$ cat src/rtl/wht_seq.sv
// Sequential N-point Walsh-Hadamard engine: stream in N samples, run one butterfly
// per cycle in place, stream out N widened coefficients. Define WHT_SEQUENCY_ORDER_EN
// to emit the coefficients in sequency (Walsh) order instead of natural Hadamard order.
module wht_seq #(
    parameter int BW   = 8,
    parameter int LOGN = 4
) (
    input  logic               wb_clk_i,
    input  logic               wb_rst_ni,
    input  logic               in_valid,
    output logic               in_ready,
    input  logic [BW-1:0]      in_data,
    output logic               out_valid,
    input  logic               out_ready,
    output logic [BW+LOGN-1:0] out_data,
    output logic               out_last,
    output logic               busy
);
    localparam int N  = 1 << LOGN;
    localparam int OW = BW + LOGN;
    localparam int SW = 3;

    typedef enum logic [1:0] {LOAD, COMPUTE, UNLOAD} state_t;

    state_t          state;
    logic [LOGN-1:0] wr_cnt, rd_cnt, j_cnt;
    logic [SW-1:0]   stage_cnt;
    logic [OW-1:0]   mem [N];
    logic [LOGN-1:0] span, lo_idx, hi_idx, rd_idx;
    logic            in_fire, out_fire, last_j, last_bfly;

    assign in_fire   = (state == LOAD) && in_valid && in_ready;
    assign out_fire  = out_valid && out_ready;
    assign last_j    = (j_cnt == LOGN'(N/2 - 1));
    assign last_bfly = (state == COMPUTE) && last_j && (stage_cnt == SW'(LOGN - 1));

    // lo = j with a zero spliced in at the span bit; hi sets that bit
    always_comb begin
        span   = LOGN'(1) << (SW'(LOGN - 1) - stage_cnt);
        lo_idx = ((j_cnt & ~(span - LOGN'(1))) << 1) | (j_cnt & (span - LOGN'(1)));
        hi_idx = lo_idx | span;
    end

`ifdef WHT_SEQUENCY_ORDER_EN
    function automatic logic [LOGN-1:0] seq_map(input logic [LOGN-1:0] k);
        logic [LOGN-1:0] g, r;
        g = k ^ (k >> 1);
        for (int i = 0; i < LOGN; i++) r[i] = g[LOGN-1-i];
        return r;
    endfunction
    assign rd_idx = seq_map(rd_cnt);
`else
    assign rd_idx = rd_cnt;
`endif

    assign out_data = out_valid ? mem[rd_idx] : '0;

    always_ff @(posedge wb_clk_i) begin
        if (in_fire) begin
            mem[wr_cnt] <= {{LOGN{in_data[BW-1]}}, in_data};
        end else if (state == COMPUTE) begin
            mem[lo_idx] <= mem[lo_idx] + mem[hi_idx];
            mem[hi_idx] <= mem[lo_idx] - mem[hi_idx];
        end
    end

    always_ff @(posedge wb_clk_i or negedge wb_rst_ni) begin
        if (!wb_rst_ni) begin
            state     <= LOAD;
            wr_cnt    <= '0;
            rd_cnt    <= '0;
            j_cnt     <= '0;
            stage_cnt <= '0;
            in_ready  <= 1'b0;
            out_valid <= 1'b0;
            out_last  <= 1'b0;
            busy      <= 1'b0;
        end else begin
            case (state)
                LOAD: begin
                    in_ready <= 1'b1;
                    if (in_fire) begin
                        wr_cnt <= wr_cnt + LOGN'(1);
                        if (wr_cnt == LOGN'(N - 1)) begin
                            state    <= COMPUTE;
                            wr_cnt   <= '0;
                            in_ready <= 1'b0;
                            busy     <= 1'b1;
                        end
                    end
                end
                COMPUTE: begin
                    if (last_bfly) begin
                        state     <= UNLOAD;
                        j_cnt     <= '0;
                        stage_cnt <= '0;
                        out_valid <= 1'b1;
                    end else if (last_j) begin
                        j_cnt     <= '0;
                        stage_cnt <= stage_cnt + SW'(1);
                    end else begin
                        j_cnt <= j_cnt + LOGN'(1);
                    end
                end
                UNLOAD: begin
                    if (out_fire) begin
                        rd_cnt   <= rd_cnt + LOGN'(1);
                        out_last <= (rd_cnt == LOGN'(N - 2));
                        if (rd_cnt == LOGN'(N - 1)) begin
                            state     <= LOAD;
                            rd_cnt    <= '0;
                            out_valid <= 1'b0;
                            out_last  <= 1'b0;
                            busy      <= 1'b0;
                            in_ready  <= 1'b1;
                        end
                    end
                end
                default: state <= LOAD;
            endcase
        end
    end
endmodule

$ cat config.mk
export PLATFORM = sky130hd
export DESIGN_NAME = wht_seq
export DESIGN_NICKNAME = d
export VERILOG_FILES = /design/src/rtl/wht_seq.sv
export SDC_FILE = /design/constraint.sdc
export NUM_CORES = 1
export LEC_CHECK = 0
export ABC_AREA = 1
export CAP_MARGIN = 20
export CELL_PAD_IN_SITES_DETAIL_PLACEMENT = 1
export CELL_PAD_IN_SITES_GLOBAL_PLACEMENT = 1
export CORE_MARGIN = 2
export CORE_UTILIZATION = 51
export CTS_BUF_LIST = sky130_fd_sc_hd__clkbuf_4 sky130_fd_sc_hd__clkbuf_8 sky130_fd_sc_hd__clkbuf_16
export CTS_CLUSTER_DIAMETER = 120
export DETAILED_ROUTE_END_ITERATION = 8
export GPL_TIMING_DRIVEN = 0
export PLACE_DENSITY_LB_ADDON = 0.1
export REMOVE_ABC_BUFFERS = 1
export SLEW_MARGIN = 10
export SYNTH_ARGS = -nofsm -noshare
export SYNTH_HDL_FRONTEND = slang
export SYNTH_SLANG_ARGS = --single-unit
$ cat constraint.sdc
create_clock -name wb_clk_i -period 12.9 [get_ports wb_clk_i]
set_clock_uncertainty 0.05 [all_clocks]
set_input_delay 3.225 -clock wb_clk_i [delete_from_list [all_inputs] [get_ports wb_clk_i]]
set_output_delay 3.225 -clock wb_clk_i [all_outputs]
set_load 0.01 [all_outputs]
Word-level counts from Yosys, hierarchy flattened
Memories as Yosys holds them, arrays and structs flattened.
Cells that the tools add are included.
{"block": "totals", "reg_bits": 21, "memories": 1, "inputBits": 12, "ramBits": 192}
{"block": "classes", "n_mux": 34, "bitwise": 5, "shift": 1, "reduce_logical": 17, "addsub": 8, "n_eq_ne": 12}
{"name": "mem", "words": 16, "word_bits": 12, "rd": 3, "rd_ports_with_merged_regs": 0, "write_ports": 2, "line": "28", "rtl": "logic [OW-1:0] mem [N];"}
{"operator": "12-bit two-way mux", "count": 2}
{"operator": "4-bit two-way mux", "count": 5}
{"operator": "1-bit two-way mux", "count": 16}
{"operator": "12-bit adder", "count": 1}
{"operator": "4-bit by 1-bit adder with 4-bit output, second input constant", "count": 3}
{"operator": "4-bit == test, second input constant", "count": 3}
{"operator": "12-bit OR reduction", "count": 1}
{"operator": "12-bit subtractor", "count": 1}
{"operator": "2-bit two-way mux", "count": 5}
{"operator": "5-bit AND reduction", "count": 2}
{"operator": "2-bit inequality test, second input constant", "count": 4}
{"operator": "4-bit OR", "count": 2}
{"operator": "3-bit two-way mux", "count": 2}
{"operator": "1-bit one-hot mux with 2 select lines", "count": 3}
{"operator": "2-bit one-hot mux with 3 select lines", "count": 1}
{"operator": "2-bit AND reduction", "count": 3}
{"operator": "2-bit nonzero test", "count": 3}
{"operator": "1-bit logical AND", "count": 5}
{"operator": "4-bit AND", "count": 1}
{"operator": "4-bit by 3-bit == test with 1-bit output, second input constant", "count": 1}
{"operator": "4-bit AND reduction", "count": 1}
{"operator": "1-bit by 3-bit left shift with 4-bit output, first input constant", "count": 1}
{"operator": "4-bit by 1-bit subtractor with 4-bit output, second input constant", "count": 1}
{"operator": "3-bit by 1-bit adder with 3-bit output, second input constant", "count": 1}
{"operator": "9 further kinds", "count": 9}

Depth between registers and ports, before layout
An unclocked memory read counts as a cell.
{"block": "logic_depth", "ltp_word": 10, "ltp_mapped": 30, "mapped_depth_nobuf": 26}

Worst setup path after synthesis
No wires, ideal clock.
{"block": "synth_path", "path_type": "input to register", "from": "input port in_valid", "to": "memory mem[14][0] in the netlist's numbering (enable)", "path_buffers": 0, "slack_ns": 7.646, "t_arrival_ns": 4.807, "setup_ns": 0.398, "required_time_ns": 12.452, "path_stages": 5, "path_cell_list": "nand3_1 -> inv_1 -> o21ai_0 -> or2_2 -> o21ai_0"}
{"element": "from (decl)", "line": "10", "rtl": "input logic in_valid,"}
{"element": "to (decl)", "line": "28"}

Worst setup path in the final report
{"block": "layout_path", "from": "register rd_cnt[2]", "to": "output port out_data[4]"}
{"block": "layout_via", "elab_chain_cells": 2}
{"element": "from (decl)", "line": "26", "rtl": "logic [LOGN-1:0] wr_cnt, rd_cnt, j_cnt;"}
{"element": "from (signal assigned)", "line": "107", "rtl": "rd_cnt <= rd_cnt + LOGN'(1);"}
{"element": "memory 16 x 12 bit"}
{"element": "12-bit two-way mux", "line": "56", "rtl": "assign out_data = out_valid ? mem[rd_idx] : '0;"}
{"element": "to (decl)", "line": "15", "rtl": "output logic [BW+LOGN-1:0] out_data,"}
No other way between the ends.

==> run summary <==
Die area = 31900 sq um
Largest family of logic cells by synthesized area = compound AO/OA/AOI/OAI gates
WP data arrival = 4.02 ns
Post-synth top area share = 37.1%
Most frequent cells in the layout = nand2_1, o21ai_0, inv_1
RSZ-0062 raised after global routing = no
DR pass1 iterations = 6
Worst setup SP type = register
Initial antenna violation count = 2
M1 GR Usage = 53.5%
Total grt overflow = 0
Avg Inst Size Synth = 7.31 sq um
Chip Width = 179 microns
Worst R2R Start = stage_cnt[1]
Area growth, synth to finish = 11.3%
Worst Path Max Fanout = 21
Flops & latches, synth = 213
Netlist cell types = 45
GP Congestion = 0.935
Initial DRC count = 2036
Synth Area in XOR/XNOR = 1.01%
Clk Latency, worst-skew pair = 0.57 ns
Syn Std Cell Area = 15600 sq um
Hold buffers post-CTS = 0
TritonCTS clock tree = done
Period Utilization, post-route = 56.5%
I/O pin cnt = 28
Mux contribution to synthesized area = 0%
Clock transition at path regs = 0.06 ns
Max cap viols = 0
Num rows = 63
Total Wirelength = 66.2 mm
Total GRT Usage = 41.8%
Largest net degree at the start of global routing = 66
Critical path, cell by cell = clkinv_1 -> nand3_1 -> nand3_1 -> a31oi_1 -> clkdlybuf4s50_1
Hold Fails Final Rpt = 0
Final Max Tran Viols = 0
Avg Vias per Cell = 6.64
Root buffer cell = clkbuf_16
Max-slew headroom = 16.3%
N_diodes = 0
Req. time, crit path = 9.62 ns
Tightest Pin Transition = 1.25 ns
Worst Path Class, Setup = reg -> out
Top cell type by total area after synthesis = edfxtp_1
Die height = 179 microns
Remaining antenna violation count after routing = 0
DP Wirelength = 44.6 mm
Register area share after synthesis = 40.4%
Final Net Count = 2118
Setup_tns = 0 ns
Layout fillers = 3759
Num CTS Buffers = 26
Simple-Gate Fraction of Synth Area = 22.6%
Crit end category = output port
Worst path slowest cell = dfrtp_1
Status = finished, final reports clean
H-tree depth = 1
DR WL/cell = 26.7 microns
Compound-gate portion of the synthesized area = 23.7%
Core area = 29900 sq um
Routed via count = 16500
Synth top area cells = edfxtp_1, nand2_1, o21ai_0, inv_1, dfrtp_1
Synthesis Warnings = 0
Remaining DRCs = 0
Worst stage delay on the critical path = 1.17 ns
Hold_sp = out_last
Final Critical Period = 7.29 ns
Setup-failing EPs final = 0
Setup Fix Bufs, Post-CTS = 0
Most used cell, CP = nand3_1
Mapped Cells = 2128
Met3 Use GR = 12.5%
Clock sink total = 213
Post-CTS Resized = 0
Gr busiest metal = met2
First-pass GRT wire length = 98.8 mm
Met2 Use GR = 64.5%
Initial Util = 52.1%
Commonest non-fill, non-tap cell in the layout = nand2_1
Number of global-route vias before repair = 16700
Deepest clock path buffer count = 3
Seq. cell area = 6300 sq um
Adder-Cell Fraction of Synth Area = 2.75%
Hold/Removal Path Class = reg -> reg
Port Buf Inserts = 27
Layout cell share with drive strength beyond 1 = 9.03%
Multi-input gate area = 7930 sq um
Worst Setup SP = rd_cnt[2]
Maximum operating frequency = 137 MHz
-- logic make-up (layout without fill, tap and decap cells) --
group | after synthesis | count (layout)
AO/OA/AOI/OAI | 644 | 644
adder cells (fa/ha/maj) | 33 | 33
buffers and inverters | 377 | 341
AND/OR/NAND/NOR | 843 | 843
flip-flops | 213 | 213
XOR/XNOR | 18 | 18
-- Yosys cell counts, drive strengths merged --
library cell	number
a211oi	1
a21o	3
a21oi	90
a221oi	1
a22oi	43
a31oi	42
a32o	9
buf	38
clkbuf	110
clkinv	2
dfrtp	21
edfxtp	192
fa	2
ha	31
inv	227
nand2	574
nand3	111
nand3b	3
nand4	11
nor2	126
nor3	11
nor4	2
o2111ai	2
o211a	1
o211ai	18
o21a	1
o21ai	388
o21bai	3
o221ai	42
or2	5
xnor2	3
xor2	15
-- final timing paths --
| kind | end | slack [ns] | cells after the start |
|---|---|---|---|
| worst max-delay path | out_data[4] | 5.61 | 5 |
| worst min-delay path | out_last | 0.43 | 2 |
| worst max register to register | mem[2][11] | 6.35 | 20 |
| worst min register to register | out_last | 0.43 | 2 |
| max in group asynchronous | rd_cnt[0] | 8.90 | 1 |
| min in group asynchronous | j_cnt[1] | 3.17 | 1 |
-- final cells by class --
| type | instances | share of cell area (%) |
|---|---|---|
| Multi-Input combinational cell | 1538 | 45.8 |
| Sequential cell | 213 | 36.4 |
| Timing Repair Buffer | 65 | 5.17 |
| Inverter | 229 | 4.98 |
| Clock buffer | 33 | 4.06 |
| Tap cell | 390 | 2.82 |
| Clock inverter | 14 | 0.781 |
-- worst max-delay path: cells and delay by family (launching register included) --
| kind | cells | cell delay, ns |
|---|---|---|
| AND/OR/NAND/NOR | 2 | 0.53 |
| flip-flops | 1 | 1.17 |
| buffers and inverters | 2 | 1.45 |
| AO/OA/AOI/OAI | 1 | 0.31 |
-- flip-flops by register name, summed over array words and instances, names as in the netlist, 2 cells and up --
signal,count
rd_cnt,4
state,2
mem,192
stage_cnt,3
j_cnt,4
wr_cnt,4
-- metal layers --
metal,wire length (microns),part of all wire [%]
met1,25100,38
met2,29100,44
met5,21,0.032
met3,8400,13
met4,3540,5.3
-- metrics by stage --
step	util (%)	cell area, sq um	hold slack [ns]	instances	setup WS (ns)
6_report	57.9	17300	0.435	2482	5.61
5_1_grt	57.9	17300	0.458	2482	5.64
4_1_cts	57.8	17300	0.444	2479	5.77
3_5_place_dp	55.0	16400	0.429	2432	6.40
3_3_place_gp	52.5	15700	0.411	2397	1.34
2_1_floorplan	-	14900	0.436	1980	5.46
Power is left out: the tool's default activity adds up to more than one toggle a clock period on the data nets, which glitch-free logic cannot reach.
